`src/rtl/axi_rd_arbiter_2to1.sv`:
```
// Two-requester AXI4 read arbiter: round-robin AR grant, one burst forwarded at a time,
// read data routed back to the issuing requester through an in-order owner FIFO.
module axi_rd_arbiter_2to1 #(
  parameter int unsigned C_S_AXI_ADDR_WIDTH = 32,
  parameter int unsigned C_S_AXI_DATA_WIDTH = 128,
  parameter int unsigned MAX_OUTSTANDING    = 4
) (
  input  logic                          clk,
  input  logic                          reset_n,
  // requester 0
  input  logic [C_S_AXI_ADDR_WIDTH-1:0] s0_axi_araddr,
  input  logic [7:0]                    s0_axi_arlen,
  input  logic [2:0]                    s0_axi_arsize,
  input  logic [1:0]                    s0_axi_arburst,
  input  logic                          s0_axi_arvalid,
  output logic                          s0_axi_arready,
  output logic [C_S_AXI_DATA_WIDTH-1:0] s0_axi_rdata,
  output logic [1:0]                    s0_axi_rresp,
  output logic                          s0_axi_rlast,
  output logic                          s0_axi_rvalid,
  input  logic                          s0_axi_rready,
  // requester 1
  input  logic [C_S_AXI_ADDR_WIDTH-1:0] s1_axi_araddr,
  input  logic [7:0]                    s1_axi_arlen,
  input  logic [2:0]                    s1_axi_arsize,
  input  logic [1:0]                    s1_axi_arburst,
  input  logic                          s1_axi_arvalid,
  output logic                          s1_axi_arready,
  output logic [C_S_AXI_DATA_WIDTH-1:0] s1_axi_rdata,
  output logic [1:0]                    s1_axi_rresp,
  output logic                          s1_axi_rlast,
  output logic                          s1_axi_rvalid,
  input  logic                          s1_axi_rready,
  // shared slave
  output logic                          M_axi_arid,
  output logic [C_S_AXI_ADDR_WIDTH-1:0] M_axi_araddr,
  output logic [7:0]                    M_axi_arlen,
  output logic [2:0]                    M_axi_arsize,
  output logic [1:0]                    M_axi_arburst,
  output logic                          M_axi_arlock,
  output logic [3:0]                    M_axi_arcache,
  output logic [2:0]                    M_axi_arprot,
  output logic [3:0]                    M_axi_arqos,
  output logic                          M_axi_arvalid,
  input  logic                          M_axi_arready,
  input  logic                          M_axi_rid,
  input  logic [C_S_AXI_DATA_WIDTH-1:0] M_axi_rdata,
  input  logic [1:0]                    M_axi_rresp,
  input  logic                          M_axi_rlast,
  input  logic                          M_axi_rvalid,
  output logic                          M_axi_rready
);

  localparam int unsigned PtrW = $clog2(MAX_OUTSTANDING);
  localparam int unsigned CntW = PtrW + 1;

  typedef enum logic [0:0] {StIdle, StAddr} state_e;

  state_e state_q, state_d;

  logic                          rr_last_q, rr_last_d;
  logic                          owner_q, owner_d;
  logic [C_S_AXI_ADDR_WIDTH-1:0] araddr_q, araddr_d;
  logic [7:0]                    arlen_q, arlen_d;
  logic [2:0]                    arsize_q, arsize_d;
  logic [1:0]                    arburst_q, arburst_d;

  logic [MAX_OUTSTANDING-1:0]    fifo_q;
  logic [PtrW-1:0]               wr_ptr_q, rd_ptr_q;
  logic [CntW-1:0]               count_q;

  logic eligible, winner, grant, push, pop, fifo_empty, head;

  // Single ID, in-order slave: the returned ID carries no information.
  logic unused_rid;
  assign unused_rid = M_axi_rid;

  assign fifo_empty = (count_q == '0);
  assign head       = fifo_q[rd_ptr_q];

  // Gated by reset_n so no requester sees a grant while reset is held.
  assign eligible = reset_n && (state_q == StIdle) && (count_q < CntW'(MAX_OUTSTANDING));

  always_comb begin
    winner = 1'b0;
    if (s0_axi_arvalid && s1_axi_arvalid) begin
      winner = ~rr_last_q;
    end else begin
      winner = s1_axi_arvalid;
    end
  end

  assign grant = eligible && (s0_axi_arvalid || s1_axi_arvalid);
  assign push  = (state_q == StAddr) && M_axi_arready;
  assign pop   = M_axi_rvalid && M_axi_rready && M_axi_rlast;

  // AR FSM: state register
  always_ff @(posedge clk or negedge reset_n) begin
    if (!reset_n) begin
      state_q   <= StIdle;
      rr_last_q <= 1'b1;
      owner_q   <= 1'b0;
      araddr_q  <= '0;
      arlen_q   <= '0;
      arsize_q  <= '0;
      arburst_q <= '0;
    end else begin
      state_q   <= state_d;
      rr_last_q <= rr_last_d;
      owner_q   <= owner_d;
      araddr_q  <= araddr_d;
      arlen_q   <= arlen_d;
      arsize_q  <= arsize_d;
      arburst_q <= arburst_d;
    end
  end

  // AR FSM: next state and capture of the granted request
  always_comb begin
    state_d   = state_q;
    rr_last_d = rr_last_q;
    owner_d   = owner_q;
    araddr_d  = araddr_q;
    arlen_d   = arlen_q;
    arsize_d  = arsize_q;
    arburst_d = arburst_q;
    unique case (state_q)
      StIdle: begin
        if (grant) begin
          state_d   = StAddr;
          owner_d   = winner;
          rr_last_d = winner;
          araddr_d  = winner ? s1_axi_araddr  : s0_axi_araddr;
          arlen_d   = winner ? s1_axi_arlen   : s0_axi_arlen;
          arsize_d  = winner ? s1_axi_arsize  : s0_axi_arsize;
          arburst_d = winner ? s1_axi_arburst : s0_axi_arburst;
        end
      end
      StAddr: begin
        if (M_axi_arready) begin
          state_d = StIdle;
        end
      end
      default: state_d = StIdle;
    endcase
  end

  // AR FSM: outputs
  always_comb begin
    M_axi_arvalid  = 1'b0;
    s0_axi_arready = 1'b0;
    s1_axi_arready = 1'b0;
    unique case (state_q)
      StIdle: begin
        s0_axi_arready = eligible && s0_axi_arvalid && !winner;
        s1_axi_arready = eligible && s1_axi_arvalid && winner;
      end
      StAddr: M_axi_arvalid = 1'b1;
      default: M_axi_arvalid = 1'b0;
    endcase
  end

  // Owner FIFO: one entry per burst accepted by the slave, retired on its last beat.
  always_ff @(posedge clk or negedge reset_n) begin
    if (!reset_n) begin
      fifo_q   <= '0;
      wr_ptr_q <= '0;
      rd_ptr_q <= '0;
      count_q  <= '0;
    end else begin
      if (push) begin
        fifo_q[wr_ptr_q] <= owner_q;
        wr_ptr_q         <= wr_ptr_q + PtrW'(1);
      end
      if (pop) begin
        rd_ptr_q <= rd_ptr_q + PtrW'(1);
      end
      if (push && !pop) begin
        count_q <= count_q + CntW'(1);
      end else if (pop && !push) begin
        count_q <= count_q - CntW'(1);
      end
    end
  end

  assign M_axi_arid    = 1'b0;
  assign M_axi_araddr  = araddr_q;
  assign M_axi_arlen   = arlen_q;
  assign M_axi_arsize  = arsize_q;
  assign M_axi_arburst = arburst_q;
  assign M_axi_arlock  = 1'b0;
  assign M_axi_arcache = 4'b0011;
  assign M_axi_arprot  = 3'b000;
  assign M_axi_arqos   = 4'b0000;

  // R path: payload fans out to both requesters, only valid/ready follow the FIFO head.
  assign M_axi_rready  = !fifo_empty && (head ? s1_axi_rready : s0_axi_rready);
  assign s0_axi_rvalid = M_axi_rvalid && !fifo_empty && !head;
  assign s1_axi_rvalid = M_axi_rvalid && !fifo_empty && head;

  assign s0_axi_rdata  = M_axi_rdata;
  assign s0_axi_rresp  = M_axi_rresp;
  assign s0_axi_rlast  = M_axi_rlast;
  assign s1_axi_rdata  = M_axi_rdata;
  assign s1_axi_rresp  = M_axi_rresp;
  assign s1_axi_rlast  = M_axi_rlast;

endmodule

```
`config.mk`:
```
export PLATFORM = sky130hd
export DESIGN_NAME = axi_rd_arbiter_2to1
export DESIGN_NICKNAME = d
export VERILOG_FILES = /design/src/rtl/axi_rd_arbiter_2to1.sv
export SDC_FILE = /design/constraint.sdc
export NUM_CORES = 1
export LEC_CHECK = 0
export ABC_AREA = 0
export ABC_CLOCK_PERIOD_IN_PS = 8080
export BUFFER_PORTS_ARGS = -buffer_cell sky130_fd_sc_hd__buf_2
export CAP_MARGIN = 20
export CORE_AREA = 2 2 216 218
export CTS_CLUSTER_DIAMETER = 80
export DETAILED_ROUTE_END_ITERATION = 7
export DIE_AREA = 0 0 218 220
export HOLD_SLACK_MARGIN = 0.12
export PLACE_DENSITY = 0.38
export SETUP_SLACK_MARGIN = 0.5
export SYNTH_ARGS = -nofsm -noshare
export SYNTH_HDL_FRONTEND = slang
export SYNTH_SLANG_ARGS = --single-unit
```
`constraint.sdc`:
```
create_clock -name clk -period 8.08 [get_ports clk]
set_clock_uncertainty 0.15 [all_clocks]
set_input_delay 1.616 -clock clk [delete_from_list [all_inputs] [get_ports clk]]
set_output_delay 1.616 -clock clk [all_outputs]
set_load 0.05 [all_outputs]
```
==> out/results.tsv <==
metric	value	unit
cts.sinks	59	
cts_made_buffers	9	
wl	13800	um
worstPathRequired	6.31	ns
multi_input_area	1280	um2
numPlacedInstances	1019	
postLayoutCoreUtil	10.3	%
postPlaceCellArea	4320	um2
drive_gt1_share	42.7	%
path_cells	buf_4 -> nor3b_1 -> nand2_1 -> nor2_1 -> buf_2	
pwr-share-clk	25.8	%
whs_path_depth	2	
ys_types	25	
finalMaxSlewViolations	0	
post_cts_resize_count	0	
drv_cap	0	
fp.dieW	218	um
yosysWarnings	0	
grt_max_degree	57	
dp_slack	2.80	ns
nNetsFinal	660	
fin_area	4710	um2
hpwl	10700	um
slew_headroom	62.8	%
cts_max_path_buffers	2	
worst_slack	2.91	ns
seq_power_share	27.6	%
viasPerCell	2.61	
grt_pass1_vias	2632	
ys_ff_latch	59	
hp-class	reg2reg	
layout_common_cells	150 x buf_2, 58 x dfrtp_1, 54 x nand2_1	
cts_setup_buffers	0	
min_period	5.17	ns
cp_num_cells	5	
post_drt_wl_per_cell	13.3	um
netSwitchingFraction	47.4	%
pwr-share-comb	46.6	%
power.internal	0.990	mW
fin_tns_setup	0	ns
drt_first_pass_iters	4	
vias	2705	
crit_path_end_kind	output port	
cts_tree	yes	
nFillCells	5351	
cp-start-kind	primary input	
ios	556	
clk_latency	0.37	ns
tightestPinTransition	0.557	ns
rsz0062_at_grt	no	
grt_pass1_wl	18300	um
grt_use_total	5.78	%
finalPower	1.88	mW
period_share	63.9	%
synth_area	4840	um2
initial_utilization	10.6	%
drtAntennaViolNets	0	
die_y	220	um
gp_congestion	0.627	
instances_no_fill	1036	
worstPathMaxFanout	32	
p_sw	0.893	mW
crit_arrival	3.40	ns
ir_drop	117	uV
final-seq-area	1480	um2
grt_overflow	0	
clkTransAtPathRegs	0.06	ns
grt_antenna_before_repair	1	
crit_family	simple AND/OR/NAND/NOR gates	
syn_avg_cell_area	9.01	um2
power.density	400	nW/um2
clockRootBuffer	clkbuf_16	
fin_hold_ws	0.324	ns
power_leakage	2.20	nW
rows	79	
outcome	completed	
hold_buffers	0	
core_area	45900	um2
reg2reg_depth	7	
setup_viol	0	
cpPeakStageDelay	0.54	ns
portBuffers	151	
cp.buffers_inverters	2	
final_common_cell	buf_2	
drt-initial-drc-count	48	
antennaDiodeCount	0	
die_area	48000	um2
fmaxAchievable	194	MHz
route.detailed.drc	0	
h-tree-depth	3	
area_growth	-2.69	%
synth-seq-area-share	30.5	%
slowest_stage	nor3b_1	
worst-setup-path-type	in2out	
syn-instance-count	537	
hold_violations	0	
==> logic make-up after synthesis <==
family / share of synthesized area, %
buffers and inverters: 44.3
and+or+nand+nor: 5.69
DFF: 30.5
muxes: 11.1
AOI/OAI and AO/OA: 5.38
adders and majority gates: 1.71
xor gates and xnor gates: 1.09
other: 0.155
==> cells in the mapped netlist <==
| master | instances | area share (%) |
|---|---|---|
| nand2b_1 | 1 | 0.13 |
| and2_1 | 2 | 0.26 |
| o21ai_0 | 49 | 5.1 |
| nor3b_1 | 1 | 0.16 |
| xor2_1 | 3 | 0.54 |
| a21o_1 | 1 | 0.16 |
| nor3_1 | 2 | 0.21 |
| nor2_1 | 4 | 0.31 |
| xnor2_1 | 3 | 0.54 |
| clkbuf_1 | 11 | 0.85 |
| mux2i_1 | 46 | 9.5 |
| buf_2 | 5 | 0.52 |
| mux4_2 | 1 | 0.47 |
| conb_1 | 2 | 0.16 |
| and3b_2 | 1 | 0.21 |
| a21boi_0 | 1 | 0.16 |
| dfrtp_1 | 58 | 30 |
| fa_1 | 1 | 0.41 |
| buf_4 | 275 | 43 |
| nand2_1 | 54 | 4.2 |
| mux2_2 | 5 | 1.2 |
| or3b_4 | 1 | 0.23 |
| dfstp_2 | 1 | 0.54 |
| inv_1 | 4 | 0.31 |
| ha_1 | 5 | 1.3 |
==> path summary, 6_finish.rpt <==
kind	from	end	slack [ns]
max	reset_n	s0_axi_arready	2.91
min	M_axi_araddr[28]	M_axi_araddr[28]	0.32
max reg2reg	rd_ptr_q[0]	count_q[1]	5.29
min reg2reg	M_axi_araddr[28]	M_axi_araddr[28]	0.32
max in group asynchronous	reset_n	M_axi_araddr[13]	5.85
min in group asynchronous	reset_n	M_axi_arlen[7]	1.05
==> registers in the layout (all words and copies together) (netlist names) <==
name,cells
count_q,3
M_axi_arsize,3
M_axi_arlen,8
state_q,1
rd_ptr_q,2
owner_q,1
fifo_q,4
M_axi_araddr,32
wr_ptr_q,2
M_axi_arburst,2
rr_last_q,1
==> worst register-to-register path: cells and delay by family (launching register included) <==
kind,cells,cell delay [ns]
DFF,1,0.40
muxes,3,1.01
and+or+nand+nor,1,0.42
buffers and inverters,1,0.07
adders and majority gates,2,0.63
==> area by class of cell <==
cell class,instances,share of cell area (%)
inverters,4,0.319
repair buffers,156,17.3
flip-flops and latches,59,31.4
multi-input cells,194,27.2
clock inverters,4,2.02
clock buffers,12,5.66
well taps,607,16.1
==> layer usage <==
layer / vias to the layer above / wire length (um) / track usage, %
met1: 1136 / 4090 / 4.69
li1: 1199 / - / -
met2: 267 / 5850 / 7.90
met5: - / 13 / 0.104
met4: 2 / 1260 / 6.42
met3: 101 / 2540 / 5.19
==> power by group through the flow <==
stage / clock network (mW) / registers, mW / logic, mW
6_report: 0.487 / 0.519 / 0.877
5_1_grt: 0.532 / 0.539 / 0.949
4_1_cts: 0.523 / 0.522 / 0.891
3_5_place_dp: 0 / 0.522 / 0.893
3_3_place_gp: 0 / 0.521 / 0.885
2_1_floorplan: 0 / 0.885 / 0.636
Note: power is estimated with default switching activity, not from simulation.
